**src/rtl/h_mux4_scan_bank.sv**
```systemverilog
// Four-entry register bank feeding a 4-way mux, with a scan sequencer
// that captures the mux output and streams entries 0..3 over valid/ready.
module h_mux4_scan_bank #(
  parameter int WIDTH = 16
) (
  input  logic             clk,
  input  logic             rst_n,
  input  logic             wr_en,
  input  logic [1:0]       wr_addr,
  input  logic [WIDTH-1:0] wr_data,
  input  logic [1:0]       rd_sel,
  input  logic             scan_start,
  output logic [WIDTH-1:0] a,
  output logic [WIDTH-1:0] b,
  output logic [WIDTH-1:0] c,
  output logic [WIDTH-1:0] d,
  output logic [1:0]       sel,
  input  logic [WIDTH-1:0] mux_out,
  output logic             busy,
  output logic             scan_valid,
  input  logic             scan_ready,
  output logic [WIDTH-1:0] scan_data,
  output logic [1:0]       scan_idx,
  output logic             scan_last
);

  typedef enum logic [1:0] {
    IDLE  = 2'd0,
    SCAN  = 2'd1,
    DRAIN = 2'd2
  } state_e;

  state_e           state_q, state_d;
  logic [WIDTH-1:0] a_q, a_d;
  logic [WIDTH-1:0] b_q, b_d;
  logic [WIDTH-1:0] c_q, c_d;
  logic [WIDTH-1:0] d_q, d_d;
  logic [1:0]       cnt_q, cnt_d;
  logic             valid_q, valid_d;
  logic [WIDTH-1:0] data_q, data_d;
  logic [1:0]       idx_q, idx_d;
  logic             last_q, last_d;
  logic             cap;

  // Capture reads the mux before any same-edge write lands in the bank.
  assign cap = (state_q == SCAN) && (!valid_q || scan_ready);

  always_comb begin
    a_d = a_q;
    b_d = b_q;
    c_d = c_q;
    d_d = d_q;
    if (wr_en) begin
      unique case (1'b1)
        (wr_addr == 2'd0): a_d = wr_data;
        (wr_addr == 2'd1): b_d = wr_data;
        (wr_addr == 2'd2): c_d = wr_data;
        (wr_addr == 2'd3): d_d = wr_data;
      endcase
    end
  end

  always_ff @(posedge clk or negedge rst_n) begin
    if (!rst_n) begin
      state_q <= IDLE;
      a_q     <= '0;
      b_q     <= '0;
      c_q     <= '0;
      d_q     <= '0;
      cnt_q   <= '0;
      valid_q <= 1'b0;
      data_q  <= '0;
      idx_q   <= '0;
      last_q  <= 1'b0;
    end else begin
      state_q <= state_d;
      a_q     <= a_d;
      b_q     <= b_d;
      c_q     <= c_d;
      d_q     <= d_d;
      cnt_q   <= cnt_d;
      valid_q <= valid_d;
      data_q  <= data_d;
      idx_q   <= idx_d;
      last_q  <= last_d;
    end
  end

  always_comb begin
    state_d = state_q;
    unique case (state_q)
      IDLE:    if (scan_start) state_d = SCAN;
      SCAN:    if (cap && cnt_q == 2'd3) state_d = DRAIN;
      DRAIN:   if (scan_ready) state_d = IDLE;
      default: state_d = IDLE;
    endcase
  end

  always_comb begin
    cnt_d   = cnt_q;
    valid_d = valid_q;
    data_d  = data_q;
    idx_d   = idx_q;
    last_d  = last_q;
    if (state_q == IDLE && scan_start) begin
      cnt_d = '0;
    end
    if (cap) begin
      data_d  = mux_out;
      idx_d   = cnt_q;
      last_d  = (cnt_q == 2'd3);
      valid_d = 1'b1;
      if (cnt_q != 2'd3) cnt_d = cnt_q + 2'd1;
    end else if (state_q != SCAN && scan_ready) begin
      valid_d = 1'b0;
      last_d  = 1'b0;
    end
  end

  always_comb begin
    busy = (state_q != IDLE);
    sel  = (state_q == IDLE) ? rd_sel : cnt_q;
  end

  assign a          = a_q;
  assign b          = b_q;
  assign c          = c_q;
  assign d          = d_q;
  assign scan_valid = valid_q;
  assign scan_data  = data_q;
  assign scan_idx   = idx_q;
  assign scan_last  = last_q;

endmodule

```
**config.mk**
```make
export PLATFORM = sky130hd
export DESIGN_NAME = h_mux4_scan_bank
export DESIGN_NICKNAME = d
export VERILOG_FILES = /design/src/rtl/h_mux4_scan_bank.sv
export SDC_FILE = /design/constraint.sdc
export NUM_CORES = 1
export LEC_CHECK = 0
export BUFFER_PORTS_ARGS = -buffer_cell sky130_fd_sc_hd__buf_2
export CAP_MARGIN = 20
export CORE_MARGIN = 2
export CORE_UTILIZATION = 25
export CTS_CLUSTER_SIZE = 8
export DETAILED_ROUTE_END_ITERATION = 16
export PLACE_DENSITY = 0.54
export SYNTH_ARGS = -nofsm -noshare
export SYNTH_HDL_FRONTEND = slang
export SYNTH_SLANG_ARGS = --single-unit
```
**constraint.sdc**
```tcl
create_clock -name clk -period 2.55 [get_ports clk]
set_input_delay 0.51 -clock clk [delete_from_list [all_inputs] [get_ports clk]]
set_output_delay 0.51 -clock clk [all_outputs]
set_load 0.005 [all_outputs]
```
==> results by group, run 1 <==
Global route
  – Initial antenna violation count: 0
  – Largest net degree at the start of global routing: 33
  – GRT overflow: 0
  – Total GRT Usage: 11.0%
  – Vias in the first global route: about 2200
  – First-pass GRT wire length: ~12000 um

Die
  – Effective utilization at floorplan: 25.6%
  – Row Count: 42
  – Die area: between 0.01 and 0.015 mm^2
  – I/O pins: 128
  – Height of the die: 121 um
  – Core Box Area: 0.0133 mm^2
  – Die width: roughly 120 um

Worst setup path
  – Worst Path Max Fanout: 5
  – Arrival @ worst endpoint: roughly 1500 ps
  – CP Capture Type: output port
  – RR Endpoint: scan_data[0]$_DFFE_PN0P_
  – Reg-to-reg slack, setup: 1070 ps
  – CP startpoint kind: flip-flop
  – Setup Crit Path Kind: reg -> out
  – CP Data Required Time: 2040 ps
  – Reg2reg start: scan_valid$_DFFE_PN0P_
  – Reg2Reg Depth: 3

Place
  – Inst Count DP: 504
  – DP Wirelength: 5420 um
  – Dpl ws: approximately 700 ps
  – Port bufs: 127
  – GP Congestion: 0.703

Pwr
  – Switch Pwr: 1.20 mW
  – LEAKAGE: 2.17 nW
  – P per Cell Area: between 1000 and 1500 mW/mm^2
  – Part of the power in combinational logic: between 20% and 30%
  – Tot Pwr: around 4.6 mW
  – Clock power frac: 31.2%
  – Int Power: about 3.4 mW
  – Sw frac: a little over a quarter
  – Max IR drop VDD: 0.409 mV
  – Flop pwr share: 43.2%

Synthesis
  – Cells after Synth: between 200 and 250
  – Main combinational cell family by area after synthesis: multiplexers
  – Post-synthesis mux area share: 28.4%
  – #FFs+latches synth: approximately 90
  – Synth Area in Compound Gates: about 1.1%
  – Yosys top cell area share: 64.6%
  – Synth Area in Simple Gates: around 4.0%
  – XOR/XNOR share of the synthesized area: 0%
  – Mapped Area: 0.00341 mm^2
  – Top post-synthesis cells by area: dfrtp_1 65%, mux2_2 28%, buf_6 0.66%, nand3b_2 0.66%, nor2_8 0.59%
  – Mean Syn Cell Area: 16.9 um^2
  – Sequential area share after synthesis: 64.6%
  – Yosys top cell by area: dfrtp_1
  – Syn_nets: around 240
  – Synth warn: 0
  – Adder and majority cell fraction of the synthesized area: 0.367%
  – Post-synthesis cell type count: 25

Detailed routing
  – Initial drt markers: 60
  – WL final: around 7600 um
  – Via Count: 2174
  – Final antenna-violating net count: 0
  – Wire per inst: about 15 um
  – DRC: 0
  – Via density per instance: 4.18
  – 1st-pass router iterations: 2

Timing
  – RSZ-0062 raised after global routing: false
  – Fin crit share: 80.4%
  – Min Clock Period, post-route: 2050 ps
  – Final setup skew: 4.90 ps
  – FMAX: roughly 0.49 GHz
  – Setup tns final: 0 ps
  – Worst slew pin tran: 567 ps
  – Final WS setup: ~500 ps
  – Final count of hold timing violations: 0
  – Setup Viol. Count Final: 0
  – Max Slew Vio Count: 0
  – Max-slew headroom: 62.0%

CTS
  – Post-CTS Hold Fix Bufs: 0
  – CTS tree: built
  – Postcts setup bufs: 0
  – PostCTS Resize Cnt: 0
  – Clk_lat worst skew: between 300 and 400 ps
  – Clock slew seen by the registers of the worst setup and hold paths: 60 ps
  – Clk buf depth: 2
  – CTS buffer count: 9
  – Root Buffer: clkbuf_16
  – H-tree depth: 3
  – Clock Sinks: 88

Final layout
  – Nets: 381
  – Share of post-route cells with drive strength above 1: 70.1%
  – Most common cell after layout, fill and taps aside: buf_2
  – Most frequent cells in the layout: 126 x buf_2, 88 x dfrtp_1, 85 x mux2_2
  – Number of diodes: 0
  – Layout area overhead: 34.4%
  – Final std cells w/o fill: 520

Min path
  – Hold/Removal Path Class: in -> async

Run status
  – Status: finished, final reports clean

Job
  – Max-cap viol count: 0
## synth_stat cells
cell and n:
buf_4 1, and2b_1 1, and2b_2 1, buf_2 1, a21bo_2 1, a21boi_0 1, nor2_1 2, nor2_8 1
nand2_1 2, nand2b_1 2, ha_1 1, mux2i_1 1, dfrtp_1 88, mux2_2 85, nand3_2 1, nor3_1 1
nand2b_2 1, o21ai_0 2, nand3b_2 2, nor3b_4 1, clkbuf_8 1, or3b_2 1, inv_1 1, buf_6 2
a311oi_1 1
## worst max-delay path, cell delays in order, from the launching register on
cell	delay, ps
dfrtp_1	420
nor2_1	290
mux2_2	370
buf_2	120
## sequential cells by signal, summed over array words and instances, names as in the netlist
register    cells
a              16
b              16
c              16
cnt_q           2
d              16
scan_data      16
scan_idx        2
scan_last       1
scan_valid      1
state_q         2
## power by group through the flow
stage                     Sequential, mW  Combinational, mW  Clock, mW
after global routing                2.04               1.29       1.57
after floorplan                     2.02              0.621          0
after detailed placement            2.01               1.21          0
after CTS                           1.99               1.21       1.50
final                               1.98               1.17       1.43
after global placement              2.00               1.18          0
## routing by layer
layer,up-vias,routed length [um],part of all wire (%),global-route usage (%)
met5,-,0,0,0
met4,0,95,1.3,3.49
met3,8,484,6.4,4.72
met2,68,3930,52,18.7
met1,1104,3060,40,12.6
li1,994,-,-,-
## worst max-delay path by stage
stage                      startpoint                        end
2_1_floorplan              scan_ready  scan_data[10]$_DFFE_PN0P_
3_3_place_gp               wr_addr[0]           c[4]$_DFFE_PN0P_
3_5_place_dp               wr_addr[0]          c[10]$_DFFE_PN0P_
4_1_cts        state_q[0]$_DFFE_PN0P_                     sel[1]
5_1_grt        state_q[0]$_DFFE_PN0P_                     sel[0]
6_report       state_q[0]$_DFFE_PN0P_                     sel[1]
## cell families (layout without fill, tap and decap cells)
logic type,Yosys count,in the layout
DFF,88,88
muxes,86,86
and+or+nand+nor,16,16
buffers and inverters,6,148
AOI/OAI and AO/OA,5,5
adders and majority gates,1,1
## through the flow
step,area (um^2),util (%),hold slack [ps]
after floorplan,3410,-,214
after global placement,4250,31.9,456
after detailed placement,4250,31.9,461
after CTS,4580,34.4,121
final,4580,34.4,112
after global routing,4580,34.4,125
## area by class of cell
class                      instances  area [um^2]
inverter                           1         3.75
clock inverter                     5         78.8
multi-input combinational        108         1150
fill                            1347         8720
sequential                        88         2200
tap                              176          220
clock buffer                      11          253
timing repair buffer             131          668
No activity file was read; power rests on OpenSTA's default activity.
==> run 2: changes to the inputs <==
Settings changed: PLACE_DENSITY 0.54 to 0.56.
Clock period 2.55 ns to 1.65 ns, I/O delays scaled along.
==> results by group, run 2 (synthesis gave the netlist of run 1 again) <==
Detailed routing
  – 1st-pass router iterations: 2 (unchanged)
  – WL final: 7620 um (was 7570 um)
  – Final antenna-violating net count: 0 (unchanged)
  – Initial drt markers: 34 (was 60)
  – Wire per inst: 14.5 um (was 14.6 um)
  – DRC: 0 (unchanged)
  – Via density per instance: 4.22 (was 4.18)
  – Via Count: 2220 (was 2174)

Die
  – Effective utilization at floorplan: 25.6% (unchanged)
  – Die width: 121 um (unchanged)
  – Die area: 0.0146 mm^2 (unchanged)
  – Height of the die: 121 um (unchanged)
  – I/O pins: 128 (unchanged)
  – Core Box Area: 0.0133 mm^2 (unchanged)
  – Row Count: 42 (unchanged)

Pwr
  – Tot Pwr: 7.33 mW (was 4.59 mW)
  – P per Cell Area: 1550 mW/mm^2 (was 1000 mW/mm^2)
  – LEAKAGE: 2.24 nW (was 2.17 nW)
  – Max IR drop VDD: 0.717 mV (was 0.409 mV)

Timing
  – Final WS setup: -28.4 ps (was 499 ps)
  – RSZ-0062 raised after global routing: true (was false)
  – Max-slew headroom: 68.9% (was 62.0%)
  – FMAX: 0.596 GHz
  – Min Clock Period, post-route: 1680 ps
  – Final hold slack: 28.6 ps (was 112 ps)
  – Setup tns final: -52.7 ps (was 0 ps)
  – Fin crit share: 102%
  – Max Slew Vio Count: 0 (unchanged)
  – Final setup skew: 4.97 ps (was 4.90 ps)
  – Worst slew pin tran: 467 ps (was 567 ps)
  – Final count of hold timing violations: 0 (unchanged)
  – Setup Viol. Count Final: 2 (was 0)

CTS
  – Clk buf depth: 2 (unchanged)
  – CTS tree: built (unchanged)
  – Clock Sinks: 88 (unchanged)
  – H-tree depth: 3 (unchanged)
  – Post-CTS Hold Fix Bufs: 0 (unchanged)
  – CTS buffer count: 9 (unchanged)
  – Clock slew seen by the registers of the worst setup and hold paths: 60 ps (about the same)
  – Clk_lat worst skew: 340 ps (was 330 ps)
  – Root Buffer: clkbuf_16 (unchanged)

Final layout
  – Final std cells w/o fill: 526 (was 520)
  – Most frequent cells in the layout: 124 x buf_2, 87 x dfrtp_1, 83 x mux2_2 (was 126 x buf_2, 88 x dfrtp_1, 85 x mux2_2)
  – Nets: 387 (was 381)
  – Most common cell after layout, fill and taps aside: buf_2 (unchanged)
  – Finished Core Util: 35.6% (was 34.4%)
  – Final Cell Area: 0.00474 mm^2 (was 0.00458 mm^2)
  – Share of post-route cells with drive strength above 1: 71.1% (was 70.1%)
  – Layout area overhead: 39.0% (was 34.4%)
  – Number of diodes: 0 (unchanged)

Run status
  – Failing checks: negative setup slack
  – Status: finished, violations left (was finished, final reports clean)

Global route
  – GRT overflow: 0 (unchanged)
  – Vias in the first global route: 2365 (was 2202)
  – First-pass GRT wire length: 12100 um (was 11900 um)
  – Initial antenna violation count: 0 (unchanged)
  – Largest net degree at the start of global routing: 89 (was 33)
  – Total GRT Usage: 11.1% (was 11.0%)

Worst setup path
  – Reg2Reg Depth: 5 (was 3)
  – Setup Crit Path Kind: reg -> out (unchanged)
  – CP Capture Type: output port (unchanged)
  – Arrival @ worst endpoint: 1350 ps (was 1540 ps)
  – CP startpoint kind: flip-flop (unchanged)
  – Worst Path Max Fanout: 4 (was 5)
  – CP Data Required Time: 1320 ps (was 2040 ps)

Place
  – DP Wirelength: 5450 um (was 5420 um)
  – Inst Count DP: 506 (was 504)
  – GP Congestion: 0.660 (was 0.703)
  – Port bufs: 127 (unchanged)
  – Dpl cell area: 0.00433 mm^2 (was 0.00425 mm^2)
  – Dpl ws: 129 ps (was 682 ps)

Job
  – Max-cap viol count: 0 (unchanged)

Min path
  – Hold/Removal Path Class: in -> async (unchanged)
## run 2: cell count changes in the layout (fill, tap and decap cells not counted), sizes merged
cell	before	now
buf	131	137
clkbuf	11	12
clkinv	3	0
clkinvlp	0	2
## run 2: layout make-up
| class | instances | area, um^2 |
|---|---|---|
| Tap cell | 176 | 220 |
| Clock inverter | 4 | 75.1 |
| Inverter | 1 | 3.75 |
| Timing Repair Buffer | 137 | 801 |
| Multi-Input combinational cell | 108 | 1170 |
| Fill cell | 1295 | 8560 |
| Sequential cell | 88 | 2200 |
| Clock buffer | 12 | 267 |
## run 2: report_power, final
part,switching (mW),internal (mW),leakage [nW]
Combinational,0.785,1.22,1.04
Clock,0.800,1.45,0.161
Sequential,0.318,2.75,1.04
## run 2: worst paths after layout
check,from,slack (ps),to
min in group clk,scan_ready,210,state_q[1]$_DFFE_PN0P_
max,state_q[1]$_DFFE_PN0P_,-30,sel[1]
min,rst_n,30,b[12]$_DFFE_PN0P_
max reg2reg,state_q[1]$_DFFE_PN0P_,60,scan_data[14]$_DFFE_PN0P_
max in group asynchronous,rst_n,1250,state_q[0]$_DFFE_PN0P_
min reg2reg,a[15]$_DFFE_PN0P_,500,a[15]$_DFFE_PN0P_
## run 2: repair_timing
item | 4_1_cts | 5_1_grt
gates resized for setup | 7 | 0
endpoints found under the setup margin | 2 | 20
setup buffers | 2 | 2
pin swaps | 1 | 2
## run 2: routing by layer
| layer | global-route usage, % | part of all wire [%] | vias up |
|---|---|---|---|
| met5 | 0 | 0 | - |
| met4 | 4.14 | 1.5 | 0 |
| met3 | 4.62 | 7.1 | 12 |
| li1 | - | - | 1001 |
| met1 | 13.3 | 43 | 1136 |
| met2 | 17.7 | 48 | 71 |
## run 2: critical path: stages (launching register included)
cell     delay [ps]
dfrtp_1         410
nor2_4          170
mux2_4          320
buf_6           120
==> run 3: changes to the inputs <==
Settings changed: BUFFER_PORTS_ARGS -buffer_cell sky130_fd_sc_hd__buf_2 to unset, CTS_BUF_LIST set to sky130_fd_sc_hd__clkbuf_8, DONT_BUFFER_PORTS set to 1, PLACE_DENSITY 0.56 to 0.48, SETUP_SLACK_MARGIN set to 0.4.
==> results by group, run 3 (synthesis gave the netlist of run 1 again) <==
CTS
  – Clk_lat worst skew: 370 ps (was 340 ps)
  – H-tree depth: 3 (unchanged)
  – CTS tree: built (unchanged)
  – CTS buffer count: 9 (unchanged)
  – Clk buf depth: 2 (unchanged)
  – Clock Sinks: 88 (unchanged)
  – Clock slew seen by the registers of the worst setup and hold paths: 80 ps (was 60 ps)
  – Root Buffer: clkbuf_8 (was clkbuf_16)

Detailed routing
  – Wire per inst: 18.8 um (was 14.5 um)
  – Total length of routed met3 wires: 826 um (was 541 um)
  – Top Layer Used: met4 (unchanged)
  – Met2 Wirelength: 3740 um (was 3700 um)
  – Via density per instance: 4.39 (was 4.22)
  – 1st-pass router iterations: 2 (unchanged)
  – Initial drt markers: 37 (was 34)
  – Via Count: 1778 (was 2220)
  – DRC: 0 (unchanged)
  – WL final: 7600 um (was 7620 um)
  – Wl on met1: 2930 um (was 3270 um)
  – Final antenna-violating net count: 0 (unchanged)

Global route
  – First-pass GRT wire length: 12000 um (was 12100 um)
  – Vias in the first global route: 2037 (was 2365)
  – Initial antenna violation count: 0 (unchanged)
  – Largest net degree at the start of global routing: 89 (unchanged)
  – GRT overflow: 0 (unchanged)
  – Total GRT Usage: 11.3% (was 11.1%)

Final layout
  – Share of post-route cells with drive strength above 1: 56.8% (was 71.1%)
  – Most frequent cells in the layout: 87 x dfrtp_1, 54 x mux2_2, 31 x mux2_4 (was 124 x buf_2, 87 x dfrtp_1, 83 x mux2_2)
  – Number of diodes: 0 (unchanged)
  – Layout area overhead: 21.7% (was 39.0%)
  – Final std cells w/o fill: 405 (was 526)
  – Most common cell after layout, fill and taps aside: dfrtp_1 (was buf_2)
  – Fillers: 1319 (was 1295)
  – Nets: 266 (was 387)
  – Final Cell Area: 0.00415 mm^2 (was 0.00474 mm^2)

Worst setup path
  – Setup Crit Path Kind: reg -> out (unchanged)
  – Critical Path Max Stage Delay: 420 ps (was 410 ps)
  – CP delay by family, top: flip-flops (unchanged)
  – Crit path from: state_q[1]$_DFFE_PN0P_ (unchanged)
  – CP Data Required Time: 1320 ps (about the same)
  – Reg2Reg Depth: 6 (was 5)
  – CP Capture Type: output port (unchanged)
  – Critical-path cell list: nor2_4 > mux2_4 (was nor2_4 > mux2_4 > buf_6)
  – Crit-path slowest cell: dfrtp_1 (unchanged)
  – CP startpoint kind: flip-flop (unchanged)
  – Worst setup path endpoint: sel[1] (unchanged)
  – Worst Path Max Fanout: 4 (unchanged)
  – Reg-to-reg slack, setup: 120 ps (was 60 ps)
  – WP depth: 2 (was 3)
  – Reg2reg start: state_q[1]$_DFFE_PN0P_ (unchanged)
  – RR Endpoint: scan_data[6]$_DFFE_PN0P_ (was scan_data[14]$_DFFE_PN0P_)
  – Critical path buffers and inverters: 0 (was 1)
  – Arrival @ worst endpoint: 1280 ps (was 1350 ps)

Pwr
  – LEAKAGE: 1.83 nW (was 2.24 nW)
  – Max IR drop VDD: 0.698 mV (was 0.717 mV)
  – P per Cell Area: 1600 mW/mm^2 (was 1550 mW/mm^2)

Die
  – Die width: 121 um (unchanged)
  – Height of the die: 121 um (unchanged)
  – I/O pins: 128 (unchanged)
  – Core Box Area: 0.0133 mm^2 (unchanged)
  – Die area: 0.0146 mm^2 (unchanged)
  – Row Count: 42 (unchanged)
  – Effective utilization at floorplan: 25.6% (unchanged)

Place
  – Dpl cell area: 0.00372 mm^2 (was 0.00433 mm^2)
  – Port bufs: 0 (was 127)
  – GP Congestion: 0.643 (was 0.660)
  – Inst Count DP: 376 (was 506)
  – DP Wirelength: 4920 um (was 5450 um)

Timing
  – FMAX: 0.619 GHz (was 0.596 GHz)
  – Worst slew pin tran: 565 ps (was 467 ps)
  – Fin crit share: 97.9% (was 102%)
  – Setup Viol. Count Final: 0 (was 2)
  – Max Slew Vio Count: 0 (unchanged)
  – RSZ-0062 raised after global routing: true (unchanged)
  – Max-slew headroom: 62.3% (was 68.9%)
  – Final setup skew: 6.43 ps (was 4.97 ps)
  – Min Clock Period, post-route: 1610 ps (was 1680 ps)
  – Final hold slack: -349 ps (was 28.6 ps)
  – Final count of hold timing violations: 88 (was 0)

Min path
  – Hold/Removal Path Class: in -> async (unchanged)

Job
  – Max-cap viol count: 0 (unchanged)

Run status
  – Status: finished, violations left (unchanged)
  – Failing checks: negative hold slack (was negative setup slack)
[run 3: cell count changes in the layout (fill, tap and decap cells not counted), moves of 3 or more]
cell / delta
clkbuf_8: +8
mux2_2: -29
mux2_4: +29
buf_2: -124
buf_6: +3
buf_12: -3
clkbuf_16: -9
[run 3: how the worst min path moves through the flow]
stage          start                      to  slack (ps)  cells after the start
2_1_floorplan  rst_n        a[0]$_DFFE_PN0P_          30                      0
3_3_place_gp   rst_n  scan_valid$_DFFE_PN0P_          40                      0
3_5_place_dp   rst_n  scan_valid$_DFFE_PN0P_          40                      0
4_1_cts        rst_n   scan_last$_DFFE_PN0P_        -400                      0
5_1_grt        rst_n   scan_last$_DFFE_PN0P_        -400                      0
6_report       rst_n   scan_last$_DFFE_PN0P_        -350                      0
[run 3: final cells by class]
cell class	instances	area, um^2	area share (%)
Sequential cell	88	2200	53.1
Multi-Input combinational cell	108	1310	31.5
Tap cell	176	220	5.31
Timing Repair Buffer	16	216	5.22
Clock buffer	11	151	3.65
Clock inverter	5	47.5	1.15
Inverter	1	3.75	0.0905
[run 3: through the flow]
step | utilization [%] | TNS (ps) | setup slack, ps | power, mW | hold slack (ps)
final | 31.2 | 0 | 35.4 | 6.64 | -349
after global routing | 31.2 | -75.5 | -38.8 | 7.07 | -401
after CTS | 31.0 | -28.0 | -14.5 | 6.75 | -396
after detailed placement | 28.0 | 0 | 130 | 4.57 | 36.2
after global placement | 28.0 | 0 | 173 | 4.52 | 36.1
after floorplan | - | 0 | 274 | 4.28 | 34.4
[run 3: worst reg2reg max path, stage by stage (launching register included)]
cell and delay, ps:
dfrtp_1 420, buf_6 140, nand2b_4 170, nor2_8 150, buf_6 130, buf_16 110
mux2_4 300
[run 3: where the power goes]
group | switching (mW) | leakage (nW) | internal (mW)
clock | 0.754 | 0.112 | 0.767
combinational | 0.585 | 0.677 | 1.28
sequential | 0.503 | 1.04 | 2.75
[run 3: per-layer routing]
metal | global-route usage, % | vias to the layer above
li1 | - | 758
met2 | 17.9 | 75
met5 | 0 | -
met1 | 12.2 | 938
met3 | 6.98 | 7
met4 | 4.14 | 0
[run 3: what timing repair did]
action,CTS,global route
setup endpoints to repair,25,25
gates cloned,2,0
hold endpoints to repair,88,88
gates resized for setup,22,3
buffers inserted,9,2
pin swaps,3,2
